$ cat config.mk
export PLATFORM = sky130hd
export DESIGN_NAME = axi_rd_arbiter
export DESIGN_NICKNAME = d
export VERILOG_FILES = /design/src/rtl/axi_arb_pkg.sv /design/src/rtl/axi_rd_beat_chk.sv /design/src/rtl/axi_rd_arbiter.sv
export SDC_FILE = /design/constraint.sdc
export NUM_CORES = 1
export LEC_CHECK = 0
export CAP_MARGIN = 20
export CORE_AREA = 4 4 100 102
export DETAILED_ROUTE_END_ITERATION = 16
export DIE_AREA = 0 0 104 106
export PLACE_DENSITY = 0.73
export SLEW_MARGIN = 10
export SYNTH_ARGS = -nofsm -noshare
export SYNTH_HDL_FRONTEND = slang
export SYNTH_HIERARCHICAL = 1
export SYNTH_SLANG_ARGS = --single-unit
$ cat constraint.sdc
create_clock -name i_clock -period 2 [get_ports i_clock]
set_input_delay 0.4 -clock i_clock [delete_from_list [all_inputs] [get_ports i_clock]]
set_output_delay 0.4 -clock i_clock [all_outputs]
set_load 0.1 [all_outputs]
$ cat src/rtl/axi_arb_pkg.sv
// Shared types and constants for the two-master AXI4 read arbiter.
package axi_arb_pkg;

  localparam int unsigned LEN_W   = 8;
  localparam int unsigned ID_W    = 4;
  localparam int unsigned SIZE_W  = 3;
  localparam int unsigned BURST_W = 2;
  localparam int unsigned RESP_W  = 2;

  typedef enum logic [2:0] {
    IDLE   = 3'd0,
    IFU_AR = 3'd1,
    IFU_R  = 3'd2,
    LSU_AR = 3'd3,
    LSU_R  = 3'd4
  } state_e;

  typedef enum logic {
    GRANT_IFU = 1'b0,
    GRANT_LSU = 1'b1
  } grant_e;

  localparam logic [ID_W-1:0]   ID_IFU = 4'd0;
  localparam logic [ID_W-1:0]   ID_LSU = 4'd1;
  localparam logic [RESP_W-1:0] OKAY   = 2'b00;
  localparam logic [RESP_W-1:0] SLVERR = 2'b10;

endpackage

$ cat src/rtl/axi_rd_beat_chk.sv
// Counts R beats of the granted burst and raises a sticky flag when the
// slave's rlast disagrees with the granted ARLEN.
module axi_rd_beat_chk
  import axi_arb_pkg::*;
(
  input  logic             i_clock,
  input  logic             i_reset,
  input  logic             ar_load,
  input  logic [LEN_W-1:0] arlen,
  input  logic             r_beat,
  input  logic             rlast,
  output logic             o_protocol_err
);

  logic [LEN_W-1:0] len_q;
  logic [LEN_W-1:0] beat_cnt;
  logic             len_hit_c;

  // Current beat is the one ARLEN says must carry rlast.
  assign len_hit_c = (beat_cnt == len_q);

  always_ff @(posedge i_clock) begin
    if (i_reset) begin
      len_q          <= '0;
      beat_cnt       <= '0;
      o_protocol_err <= 1'b0;
    end else begin
      if (ar_load) begin
        len_q    <= arlen;
        beat_cnt <= '0;
      end else if (r_beat) begin
        beat_cnt <= beat_cnt + LEN_W'(1);
      end
      // Early rlast, or missing rlast on the final beat.
      if (r_beat && (rlast != len_hit_c)) begin
        o_protocol_err <= 1'b1;
      end
    end
  end

endmodule

$ cat src/rtl/axi_rd_arbiter.sv
// Two-master (IFU/LSU) AXI4 read arbiter: one outstanding transaction,
// alternating grant on ties, combinational AR/R pass-through per state.
module axi_rd_arbiter
  import axi_arb_pkg::*;
#(
  parameter int unsigned ADDR_W = 32,
  parameter int unsigned DATA_W = 32
) (
  input  logic               i_clock,
  input  logic               i_reset,

  input  logic [ADDR_W-1:0]  i_ifu_araddr,
  input  logic [LEN_W-1:0]   i_ifu_arlen,
  input  logic [SIZE_W-1:0]  i_ifu_arsize,
  input  logic [BURST_W-1:0] i_ifu_arburst,
  input  logic               i_ifu_arvalid,
  output logic               o_ifu_arready,
  output logic [DATA_W-1:0]  o_ifu_rdata,
  output logic [RESP_W-1:0]  o_ifu_rresp,
  output logic               o_ifu_rlast,
  output logic               o_ifu_rvalid,
  input  logic               i_ifu_rready,

  input  logic [ADDR_W-1:0]  i_lsu_araddr,
  input  logic [LEN_W-1:0]   i_lsu_arlen,
  input  logic [SIZE_W-1:0]  i_lsu_arsize,
  input  logic [BURST_W-1:0] i_lsu_arburst,
  input  logic               i_lsu_arvalid,
  output logic               o_lsu_arready,
  output logic [DATA_W-1:0]  o_lsu_rdata,
  output logic [RESP_W-1:0]  o_lsu_rresp,
  output logic               o_lsu_rlast,
  output logic               o_lsu_rvalid,
  input  logic               i_lsu_rready,

  output logic [ADDR_W-1:0]  o_m_araddr,
  output logic [ID_W-1:0]    o_m_arid,
  output logic [LEN_W-1:0]   o_m_arlen,
  output logic [SIZE_W-1:0]  o_m_arsize,
  output logic [BURST_W-1:0] o_m_arburst,
  output logic               o_m_arvalid,
  input  logic               i_m_arready,
  input  logic [DATA_W-1:0]  i_m_rdata,
  input  logic [RESP_W-1:0]  i_m_rresp,
  input  logic [ID_W-1:0]    i_m_rid,
  input  logic               i_m_rlast,
  input  logic               i_m_rvalid,
  output logic               o_m_rready,

  output logic               o_protocol_err
);

  state_e state_q, state_d;
  grant_e last_grant_q, last_grant_d;
  logic   ar_hs_c;
  logic   r_hs_c;

  // R routing follows the FSM state, so the returned ID is not needed.
  logic unused_rid;
  assign unused_rid = ^i_m_rid;

  always_ff @(posedge i_clock) begin
    if (i_reset) begin
      state_q      <= IDLE;
      last_grant_q <= GRANT_IFU;
    end else begin
      state_q      <= state_d;
      last_grant_q <= last_grant_d;
    end
  end

  always_comb begin
    state_d       = state_q;
    last_grant_d  = last_grant_q;
    ar_hs_c       = 1'b0;
    r_hs_c        = 1'b0;
    o_m_arvalid   = 1'b0;
    o_m_araddr    = '0;
    o_m_arid      = '0;
    o_m_arlen     = '0;
    o_m_arsize    = '0;
    o_m_arburst   = '0;
    o_m_rready    = 1'b0;
    o_ifu_arready = 1'b0;
    o_lsu_arready = 1'b0;
    o_ifu_rvalid  = 1'b0;
    o_ifu_rdata   = '0;
    o_ifu_rresp   = '0;
    o_ifu_rlast   = 1'b0;
    o_lsu_rvalid  = 1'b0;
    o_lsu_rdata   = '0;
    o_lsu_rresp   = '0;
    o_lsu_rlast   = 1'b0;

    case (state_q)
      IDLE: begin
        // On a tie, grant whichever master was not served last.
        if (i_ifu_arvalid && i_lsu_arvalid) begin
          state_d = (last_grant_q == GRANT_IFU) ? LSU_AR : IFU_AR;
        end else if (i_ifu_arvalid) begin
          state_d = IFU_AR;
        end else if (i_lsu_arvalid) begin
          state_d = LSU_AR;
        end
      end

      IFU_AR: begin
        o_m_arvalid   = i_ifu_arvalid;
        o_m_araddr    = i_ifu_araddr;
        o_m_arid      = ID_IFU;
        o_m_arlen     = i_ifu_arlen;
        o_m_arsize    = i_ifu_arsize;
        o_m_arburst   = i_ifu_arburst;
        o_ifu_arready = i_m_arready;
        if (i_ifu_arvalid && i_m_arready) begin
          ar_hs_c      = 1'b1;
          last_grant_d = GRANT_IFU;
          state_d      = IFU_R;
        end
      end

      IFU_R: begin
        o_ifu_rvalid = i_m_rvalid;
        o_ifu_rdata  = i_m_rdata;
        o_ifu_rresp  = i_m_rresp;
        o_ifu_rlast  = i_m_rlast;
        o_m_rready   = i_ifu_rready;
        if (i_m_rvalid && i_ifu_rready) begin
          r_hs_c = 1'b1;
          if (i_m_rlast) state_d = IDLE;
        end
      end

      LSU_AR: begin
        o_m_arvalid   = i_lsu_arvalid;
        o_m_araddr    = i_lsu_araddr;
        o_m_arid      = ID_LSU;
        o_m_arlen     = i_lsu_arlen;
        o_m_arsize    = i_lsu_arsize;
        o_m_arburst   = i_lsu_arburst;
        o_lsu_arready = i_m_arready;
        if (i_lsu_arvalid && i_m_arready) begin
          ar_hs_c      = 1'b1;
          last_grant_d = GRANT_LSU;
          state_d      = LSU_R;
        end
      end

      LSU_R: begin
        o_lsu_rvalid = i_m_rvalid;
        o_lsu_rdata  = i_m_rdata;
        o_lsu_rresp  = i_m_rresp;
        o_lsu_rlast  = i_m_rlast;
        o_m_rready   = i_lsu_rready;
        if (i_m_rvalid && i_lsu_rready) begin
          r_hs_c = 1'b1;
          if (i_m_rlast) state_d = IDLE;
        end
      end

      default: state_d = IDLE;
    endcase
  end

  axi_rd_beat_chk u_beat_chk (
    .i_clock        (i_clock),
    .i_reset        (i_reset),
    .ar_load        (ar_hs_c),
    .arlen          (o_m_arlen),
    .r_beat         (r_hs_c),
    .rlast          (i_m_rlast),
    .o_protocol_err (o_protocol_err)
  );

endmodule

---- Yosys cells after proc, flatten, opt, wreduce, memory -nomap -nowiden ----
Cells that the tools add are included.
operators by class
  equality and inequality tests ........... 11
  $add $sub $neg .......................... 1
  mux-type cells .......................... 36
  reductions and logical operators ........ 11
operators with widths
  operator                                       count
  2-to-1 mux 32 bit                              2
  case mux 32 bit (2 select lines)               1
  2-to-1 mux 3 bit                               8
  case mux 8 bit (2 select lines)                1
  case mux 3 bit (5 select lines)                1
  2-to-1 mux 1 bit                               13
  case mux 1 bit (2 select lines)                5
  adder 8 x 1 -> 8 bit, second input constant    1
  == test 8 bit                                  1
  != test 2 bit, second input constant           4
  == test 3 x 2 -> 1 bit, second input constant  2
  logical AND 1 bit                              6
  2-to-1 mux 2 bit                               3
  case mux 3 bit (2 select lines)                1
  AND reduction 5 bit                            1
  != test 4 bit, second input constant           1
  case mux 2 bit (2 select lines)                1
  == test 3 x 1 -> 1 bit, second input constant  1
  == test 3 bit, second input constant           1
  zero test 3 bit                                1
  AND reduction 3 bit                            1
  nonzero test 2 bit                             1
  OR reduction 2 bit                             1
  != test 1 bit                                  1
word-level totals
  bits in registers ....................... 21

---- Depth between registers and ports, before layout ----
Gate-level depths: netlist (run 1).
  word-level depth ........................ 4
  depth in mapped cells ................... 8
  mapped depth without buffers ............ 6

---- Hierarchy ----
The synthesis (run 1) kept the hierarchy.
by module, submodules not included
  module           times used  area each (um^2)  seq. area each (um^2)  cells each
  axi_rd_arbiter   1           1,298.7           80.1                   185
  axi_rd_beat_chk  1           763.2             340.3                  79

---- Worst setup path before layout (run 1) ----
Ideal clock, no wire load.
  path kind ............................... flip-flop to flip-flop
  start ................................... register state_q[1]
  end ..................................... register u_beat_chk.beat_cnt[7]
  period minus slack after synthesis ...... 3.255 ns
  cell stages (with the launch flop) ...... 9
  path slack .............................. -1.255 ns
  arrival ................................. 3.185 ns
  data required time ...................... 1.930 ns
  path through ............................ dfxtp_1 -> buf_2 -> nand3b_1 -> a21oi_1 -> and2_1 -> buf_2 -> nand4_1 -> or3_1 -> a21oi_1
between the ends
  elaborated cells on any way between the ends .. 7
RTL lines
  element                                                  RTL line               RTL
  start: declaration                                       axi_rd_arbiter.sv:53   state_e state_q, state_d;
  start signal: assignment                                 axi_rd_arbiter.sv:67   state_q <= state_d;
  == test 3 bit or == test 3 x 2 -> 1 bit (tied branches)  axi_rd_arbiter.sv:95   case (state_q)
  case mux 1 bit (2 select lines) (*)                      axi_rd_arbiter.sv:95
  net r_hs_c                                               axi_rd_arbiter.sv:56   logic r_hs_c;
  end signal: assignment                                   axi_rd_beat_chk.sv:32  beat_cnt <= beat_cnt + LEN_W'(1);
  end: declaration                                         axi_rd_beat_chk.sv:16  logic [LEN_W-1:0] beat_cnt;
Mark *: on every way through the listed nets, which the timed path passes. The rest lies on a longest branch.
A chain may end at the register's enable or synchronous reset.

---- Final worst setup path (run 1) ----
  start ................................... register state_q[0]
  end ..................................... output o_ifu_rdata[10]
between the ends
  word-level cells in the longest chain between the ends .. 2
RTL lines
  element                 RTL line              RTL
  == test 3 x 2 -> 1 bit  axi_rd_arbiter.sv:95
  2-to-1 mux 32 bit       axi_rd_arbiter.sv:95
  end: declaration        axi_rd_arbiter.sv:18  output logic [DATA_W-1:0] o_ifu_rdata,
No other way between the ends.

==> results of run 1 <==
-- per-stage QoR --
step           std cells  hold WS [ns]
2_1_floorplan        266         0.425
3_3_place_gp         618         0.440
3_5_place_dp         618         0.452
4_1_cts              629         0.462
5_1_grt              646         0.471
6_report             646         0.460
-- how the worst max path moves through the flow --
| stage | startpoint | endpoint | cells past startpoint |
|---|---|---|---|
| 2_1_floorplan | state_q[2] | u_beat_chk/beat_cnt[5] | 8 |
| 3_3_place_gp | i_lsu_arvalid | u_beat_chk/len_q[4] | 6 |
| 3_5_place_dp | i_ifu_rready | u_beat_chk/beat_cnt[7] | 7 |
| 4_1_cts | state_q[2] | o_m_arlen[2] | 4 |
| 5_1_grt | state_q[1] | o_ifu_rlast | 6 |
| 6_report | state_q[0] | o_ifu_rdata[10] | 6 |
-- per-layer routing --
layer	up-vias	track usage, %	share of wire [%]
met5	-	0	0
met2	186	39.6	54
met1	1514	20.2	34
met4	0	6.46	2.8
li1	1497	-	-
met3	21	7.53	8.7
-- repair_timing --
item                       CTS  global route
pin swaps                   12            22
setup buffers                5             6
gates cloned                 2            11
gates resized for setup     14            63
setup endpoints to repair   97           110
-- critical path, stage by stage, from the launching register on --
cell and delay [ns]:
dfxtp_4 0.37, buf_8 0.13, nor3b_4 0.22, buf_12 0.18
clkbuf_16 0.15, and2_4 0.15, buf_12 0.16
-- cell usage in the layout (no fill, tap or decap), types with 4 or more instances in the layout --
cell	n
a21oi_1	5
a22o_2	4
a22o_4	41
and2_4	38
and3_1	15
and3_2	20
buf_12	127
buf_4	21
buf_6	4
buf_8	4
clkbuf_16	7
clkdlybuf4s50_1	131
dfxtp_1	18
mux2i_1	13
nand2_1	7
nor2_1	15
xor2_1	12
-- kinds of logic (layout without fill, tap and decap cells) --
| kind of cell | Yosys count | in the layout | share of synthesized area, % |
|---|---|---|---|
| muxes | 13 | 13 | 6.31 |
| xor gates and xnor gates | 13 | 13 | 5.52 |
| and+or+nand+nor | 123 | 123 | 35.8 |
| adders and majority gates | 1 | 1 | 0.607 |
| buffers and inverters | 34 | 303 | 7.89 |
| DFF | 21 | 21 | 20.4 |
| other | 1 | 3 | 0.182 |
| AOI/OAI and AO/OA | 58 | 58 | 23.3 |
-- registers in the layout (all words and copies together), names as in the netlist --
| signal | flops |
|---|---|
| u_beat_chk/beat_cnt | 8 |
| last_grant_q | 1 |
| u_beat_chk/len_q | 8 |
| u_beat_chk/o_protocol_err | 1 |
| state_q | 3 |
-- where the power goes --
group          switching [mW]  internal [mW]  leakage, nW
Sequential             0.0496          0.463        0.172
Combinational            5.75           3.91         2.87
Clock                   0.135          0.142       0.0228
-- cell type report --
class	count	share of cell area [%]
clock buffer	4	0.642
sequential	21	6.15
tap	111	1.98
multi-input combinational	211	29.1
timing repair buffer	297	62.0
inverter	2	0.107
==> impl_results.md, run 1 <==
* VDD IR-drop max at 1.09 mV
* CTS Root Cell: clkbuf_8
* Post-Synthesis Cell Area at 2060 µm²
* Layout cells sized above 1 at 54.4%
* Worst Slack Setup Final at -0.0251 ns
* IO buf count at 255
* Wire per inst at 20.9 µm
* Dpl cell area at roughly 6400 µm²
* Initial DRC Count at 111
* Post-synthesis async set-or-reset flop share at 0%
* Total power at 10.5 mW
* Reg2Reg Capture Point: u_beat_chk/len_q[4]
* Area of the multi-input gates at 2040 µm²
* Final period util at 101%
* Final-stage net count at about 670
* Worst Clk Skew at around 0.0014 ns
* Vias in the first global route at ~3.4k
* FMAX at 0.494 GHz
* CP Data Required Time at around 1.6 ns
* CTS tree: done
* Final HPWL DP at about 9900 µm
* Final Util at ~77%
* # diodes at 0
* Mapped Cells at 264
* Via count at 3218
* Sequential Area at 432 µm²
* Post-CTS Hold Buffers at 0
* Sequential-to-total area share from yosys stat at between 20% and 30%
* Core Area at 9110 µm²
* Hold Path Stages at 2
* Detail Route Antenna Nets at 0
* Fin crit period at 2.03 ns
* Clk_lat worst skew at 0.26 ns
* Reg clk slew, reported paths at 0.07 ns
* Routed WL at between 10000 and 15000 µm
* Synthesis-to-finish area growth at 240%
* Synth top cells by count: a22o_1, and2_1, and3_1
* Total track usage at about a fifth
* Unrepaired setup endpoints after global routing: yes
* Fillers at 556
* Chip width at 104 µm
* R2R cell count at 7
* Pleak at 3.07 nW
* Setup crit start kind: flip-flop
* Crit Path Class: reg -> out
* Total CTS buffers at 3
* Synth warnings at 6
* IO Count at 263
* Initial core utilization at 22.6%
* Clock Path Buffers at 2
* Final Cell Area at 7020 µm²
* Worst hold path startpoint: last_grant_q
* Min-delay worst type: reg -> reg
* Largest net degree at the start of global routing at 48
* Full die area at about 11000 µm²
* CP max FO at 8
* Max cap viols at 0
* Die Ht at 106 µm
* Pwr per Cell Area at 1490 nW/µm²
* Count leader, synth: a22o_1
* Number of synthesized flops with an enable pin at 0
* Slew Viols, Final at 0
* Failing checks: negative setup slack
* Place WS at -0.0768 ns
* Yosys cell types at 37
* Hold Crit Endpoint: last_grant_q
* Fin. Hold Viols at 0
* CP arrival at 1.63 ns
* TritonCTS Sinks at 21
* Critical path capture point type: output port
* Status: complete, but fails checks
* Gr ovfl total at 0
* Drt drc at 0
* First-pass GRT wire length at 18300 µm
* Pre-antenna DRT Iters at 4
* Post-DR vias/cell at 4.98
* Yosys top cell area share at about 20%
* Ys flop type: dfxtp_1
* RR Startpoint: state_q[1]
* Finish-stage setup viols at 29
* H-tree depth at 1
* Row count at 35
* Post-synth top area cell: dfxtp_1
* Synth Register Bits at 21
* Routability cong. at approximately 0.86
* R2r setup slk at 0.29 ns
* Setup TNS at -0.373 ns
* Initial antenna violation count at 0
* Syn_area_per_cell at 7.81 µm²
* Synth area leaders: dfxtp_1, a22o_1, and2_1, and3_1, mux2i_1
Power figures use the tool's default switching activity.
==> run 2, diff against run 1 <==
Settings changed: CELL_PAD_IN_SITES_DETAIL_PLACEMENT set to 0, CELL_PAD_IN_SITES_GLOBAL_PLACEMENT set to 1, CORE_AREA 4 4 100 102 to 4 4 99 101, DIE_AREA 0 0 104 106 to 0 0 103 105, DONT_BUFFER_PORTS set to 1, PLACE_DENSITY 0.73 to not set, PLACE_DENSITY_LB_ADDON set to 0.1.
==> impl_results.md, run 2 (synthesis gave the netlist of run 1 again) <==
* Routed WL at 11100 µm (-18%)
* Max cap viols at 0 (unchanged)
* Chip width at 103 µm (-0.96%)
* CP arrival at 1.58 ns (-0.05 ns)
* Most frequent cells in the layout: buf_12, a22o_4, and2_2, and3_2, dfxtp_1
* Final Util at 56.4% (-21 points)
* Routability cong. at 0.760 (-12%)
* Unrepaired setup endpoints after global routing: yes
* Layout cells sized above 1 at 70.2% (+16 points)
* Clock Path Buffers at 2 (unchanged)
* Min-delay worst type: in -> reg
* H-tree depth at 1 (unchanged)
* Clk_lat worst skew at 0.26 ns (about the same)
* Final HPWL DP at 8120 µm (-18%)
* Fin. Hold Viols at 0 (unchanged)
* Vias in the first global route at 2431 (-28%)
* Post-DR vias/cell at 5.22 (+4.8%)
* IO buf count at 0 (-100%)
* Row count at 35 (unchanged)
* Slew Viols, Final at 0 (unchanged)
* Critical path capture point type: output port
* Pre-antenna DRT Iters at 4 (unchanged)
* Full die area at 10800 µm² (-1.9%)
* Largest net degree at the start of global routing at 38 (-21%)
* Total track usage at 17.4% (-3.0 points)
* Final-stage net count at 508 (-25%)
* Detail Route Antenna Nets at 0 (unchanged)
* IO Count at 263 (unchanged)
* CP Data Required Time at 1.60 ns (about the same)
* Status: finished, final reports clean
* Total power at 9.00 mW (-14%)
* Pleak at 2.27 nW (-26%)
* Worst Slack Setup Final at 0.0192 ns (+0.0442 ns)
* Crit Path Class: reg -> out
* Place WS at 0.191 ns (+0.268 ns)
* Gr ovfl total at 0 (unchanged)
* CTS Root Cell: clkbuf_8
* Pwr per Cell Area at 1770 nW/µm² (+19%)
* Final period util at 99.0% (-2.2 points)
* Initial antenna violation count at 0 (unchanged)
* Fillers at 758 (+36%)
* Setup crit start kind: flip-flop
* Worst Clk Skew at 0.00163 ns (+0.000221 ns)
* Die Ht at 105 µm (-0.94%)
* Regs by FF count: u_beat_chk/beat_cnt: 8 flops, u_beat_chk/len_q: 8 flops, state_q: 3 flops
* Wire per inst at 23.1 µm (+10%)
* Synthesis-to-finish area growth at 147%
* Finish-stage setup viols at 0 (-100%)
* First-pass GRT wire length at 14800 µm (-19%)
* TritonCTS Sinks at 21 (unchanged)
* Total CTS buffers at 3 (unchanged)
* Reg clk slew, reported paths at 0.07 ns (about the same)
* Initial core utilization at 22.9% (+0.22 points)
* Core Area at 9020 µm² (-0.96%)
* CTS tree: done
* FMAX at 0.505 GHz (+2.2%)
* Via count at 2505 (-22%)
* Drt drc at 0 (unchanged)
* VDD IR-drop max at 1.17 mV (+7.4%)
* Fin crit period at 1.98 ns (-0.0442 ns)
* # diodes at 0 (unchanged)
* Initial DRC Count at 75 (-32%)
* Commonest non-fill, non-tap cell in the layout: buf_12
* CP max FO at 8 (unchanged)
[run 2: cell types whose count changed in the layout (fill, tap and decap cells not counted), moves of 3 or more]
| cell | delta |
|---|---|
| a22o_2 | -4 |
| a22o_4 | +4 |
| and2_2 | +26 |
| and2_4 | -26 |
| buf_12 | -31 |
| buf_4 | -6 |
| buf_6 | +5 |
| buf_8 | -3 |
| clkdlybuf4s50_1 | -131 |
[run 2: final timing paths]
check                           slack [ns]                      to          from  cells after the start
worst min-delay path                  0.19              state_q[2]       i_reset                      1
worst min register to register        0.45            last_grant_q  last_grant_q                      2
worst max register to register        0.21  u_beat_chk/beat_cnt[5]    state_q[1]                      8
worst max-delay path                  0.02          o_ifu_rdata[6]    state_q[0]                      6
[run 2: power by group]
part           total (mW)  switching (mW)  internal, mW
combinational        8.23            5.39          2.84
clock               0.280           0.137         0.142
sequential          0.493          0.0351         0.458
total                9.00            5.56          3.44
[run 2: layout make-up]
class / instances / area, µm² / area share [%]
inverters: 2 / 7.51 / 0.148
flip-flops and latches: 21 / 429 / 8.44
well taps: 111 / 139 / 2.73
multi-input cells: 211 / 2050 / 40.4
repair buffers: 131 / 2410 / 47.4
clock buffers: 4 / 45.0 / 0.886
[run 2: worst max-delay path: stages (launching register included)]
cell and delay (ns):
dfxtp_2 0.33, buf_4 0.17, nor3b_4 0.18, buf_6 0.16, buf_6 0.13, and2_2 0.17
buf_12 0.17
[run 2: per-layer routing]
| layer | share of wire (%) | vias up | wire [µm] | track usage (%) |
|---|---|---|---|---|
| met1 | 35 | 1176 | 3850 | 19.7 |
| met3 | 12 | 5 | 1280 | 4.67 |
| met4 | 0.70 | 0 | 77 | 3.05 |
| li1 | - | 1161 | - | - |
| met5 | 0 | - | 0 | 0 |
| met2 | 53 | 163 | 5860 | 32.3 |
[run 2: through the flow]
stage / TNS, ns / cells / instance area, µm² / hold WS (ns)
2_1_floorplan: -1.35 / 266 / 2440 / 0.425
3_3_place_gp: 0 / 454 / 4460 / 0.437
3_5_place_dp: 0 / 454 / 4460 / 0.445
4_1_cts: -0.00590 / 467 / 4700 / 0.178
5_1_grt: -1.69 / 480 / 5080 / 0.184
6_report: 0 / 480 / 5080 / 0.186
[run 2: repair_timing]
action / in CTS / in global routing
pin swaps: 11 / 25
buffers inserted: 4 / 6
gates resized for setup: 23 / 34
gates cloned: 5 / 7
setup endpoints to repair: 119 / 111
hold buffers: 0 / 0
==> run 3, diff against run 2 <==
Settings changed: REMOVE_ABC_BUFFERS set to 1, SKIP_LAST_GASP set to 1, TNS_END_PERCENT set to 10.
==> impl_results.md, run 3 (synthesis gave the netlist of run 1 again) <==
* Via count at 2529 (+0.96%)
* Cells after DPL at 481 (+5.9%)
* Final-stage net count at 524 (+3.1%)
* Unrepaired setup endpoints after global routing: yes
* Final Cell Area at 5040 µm² (-0.81%)
* Routability cong. at 0.779 (+2.4%)
* # diodes at 0 (unchanged)
* Max cap viols at 0 (unchanged)
* Full die area at 10800 µm² (unchanged)
* Dpl cell area at 4670 µm² (+4.6%)
* Reg2Reg Capture Point: u_beat_chk/beat_cnt[7]
* Clk_lat worst skew at 0.26 ns (about the same)
* IO Count at 263 (unchanged)
* Worst hold path startpoint: i_reset
* CTS Root Cell: clkbuf_8
* Slew Viols, Final at 0 (unchanged)
* CP Data Required Time at 1.60 ns (about the same)
* VDD IR-drop max at 1.15 mV (-1.9%)
* Post-Layout Cell Count at 496 (+3.3%)
* Worst hold slack at 0.200 ns (+0.0139 ns)
* Status: complete, but fails checks
* Largest net degree at the start of global routing at 37 (-2.6%)
* CTS tree: done
* Row count at 35 (unchanged)
* Post-DR vias/cell at 5.10 (-2.3%)
* IO buf count at 0 (unchanged)
* Area of the multi-input gates at 1640 µm² (-20%)
* Post-CTS Hold Buffers at 0 (unchanged)
* R2r setup slk at 0.30 ns (+0.09 ns)
* Fin crit period at 2.02 ns (+0.0346 ns)
* Total track usage at 15.5% (-2.0 points)
* Initial antenna violation count at 0 (unchanged)
* Setup TNS at -0.288 ns (-0.288 ns)
* CP max FO at 9 (+1)
* Sequential Area at 432 µm² (+0.58%)
* Pre-antenna DRT Iters at 5 (+1)
* Regs by FF count: u_beat_chk/beat_cnt: 8 flops, u_beat_chk/len_q: 8 flops, state_q: 3 flops
* Synthesis-to-finish area growth at 145%
* Crit Path Class: reg -> out
* First-pass GRT wire length at 13300 µm (-9.8%)
* Final Util at 55.9% (-0.46 points)
* TritonCTS Sinks at 21 (unchanged)
* RR Startpoint: state_q[2]
* FMAX at 0.496 GHz (-1.7%)
* Detail Route Antenna Nets at 0 (unchanged)
* Chip width at 103 µm (unchanged)
* Pwr per Cell Area at 1840 nW/µm² (+3.9%)
* Gr ovfl total at 0 (unchanged)
* Pleak at 2.21 nW (-2.8%)
* Setup crit start kind: flip-flop
* Place WS at 0.0931 ns (-0.0977 ns)
* Total CTS buffers at 3 (unchanged)
* Failing checks: negative setup slack
* Min-delay worst type: in -> reg
* Clock Path Buffers at 2 (unchanged)
* Hold Crit Endpoint: state_q[2]
* Vias in the first global route at 2282 (-6.1%)
* Initial core utilization at 22.9% (unchanged)
* H-tree depth at 1 (unchanged)
* Final period util at 101% (+1.7 points)
* Worst Clk Skew at 0.00562 ns (+0.00398 ns)
* CP arrival at 1.62 ns (+0.04 ns)
* Layout cells sized above 1 at 49.9% (-20 points)
* Critical path capture point type: output port
* Fillers at 762 (+0.53%)
* Core Area at 9020 µm² (unchanged)
* Finish-stage setup viols at 28 (+28)
* Wire per inst at 20.0 µm (-13%)
* Most frequent cells in the layout: buf_12, a22o_1, and3_1, and2_1
* Die Ht at 105 µm (unchanged)
* Worst Slack Setup Final at -0.0154 ns (-0.0346 ns)
* Reg clk slew, reported paths at 0.08 ns (about the same)
* Final HPWL DP at 7930 µm (-2.3%)
* Drt drc at 0 (unchanged)
* Fin. Hold Viols at 0 (unchanged)
* Initial DRC Count at 111 (+48%)
* Total power at 9.28 mW (+3.1%)
* Routed WL at 9900 µm (-11%)
* R2R cell count at 6 (-2)
* Commonest non-fill, non-tap cell in the layout: buf_12
* Hold Path Stages at 1 (unchanged)
[run 3: cell types whose count changed in the layout (fill, tap and decap cells not counted), moves of 4 or more]
| cell | before | now |
|---|---|---|
| a22o_4 | 45 | 7 |
| and3_2 | 20 | 0 |
| and2_4 | 12 | 18 |
| and3_4 | 4 | 0 |
| buf_12 | 96 | 123 |
| buf_6 | 9 | 5 |
| and3_1 | 13 | 37 |
| and2_1 | 1 | 22 |
| and2_2 | 27 | 0 |
| a22o_1 | 0 | 38 |
[run 3: critical path, stage by stage (launching register included)]
cell,delay [ns]
dfxtp_4,0.37
buf_6,0.13
nor3b_4,0.22
buf_6,0.15
clkbuf_16,0.14
and2_1,0.17
buf_12,0.18
[run 3: repair_timing]
action                     in CTS  in global routing
pin swaps                       3                  5
setup buffers                   2                  3
setup endpoints to repair     115                116
gates cloned                    2                  4
gates resized for setup        15                 31
[run 3: power breakdown]
group	leakage [nW]	switching [mW]	internal, mW
logic	2.01	5.39	3.10
registers	0.172	0.0485	0.463
clock network	0.0255	0.142	0.139
total	2.21	5.58	3.70
[run 3: cell type report]
class	count	area share, %
Clock inverter	1	0.0993
Multi-Input combinational cell	211	32.5
Sequential cell	21	8.56
Tap cell	111	2.75
Inverter	2	0.149
Timing Repair Buffer	147	55.1
Clock buffer	3	0.819
[run 3: worst max path at each step]
stage / slack, ns / startpoint / endpoint
final: -0.02 / state_q[0] / o_ifu_rdata[28]
after global routing: -0.09 / state_q[0] / o_ifu_rdata[25]
after CTS: -0.008 / state_q[0] / o_ifu_rdata[13]
after detailed placement: 0.09 / state_q[2] / u_beat_chk/beat_cnt[7]
after global placement: 0.19 / state_q[0] / o_m_arlen[0]
after floorplan: -4.99 / state_q[2] / o_m_arlen[0]
[run 3: metal layers]
layer	global-route usage, %	wire (µm)	part of all wire (%)	vias up
met3	3.40	1110	11	6
met2	29.9	5400	54	166
li1	-	-	-	1190
met5	0	0	0	-
met4	3.05	86	0.87	0
met1	16.7	3310	33	1167
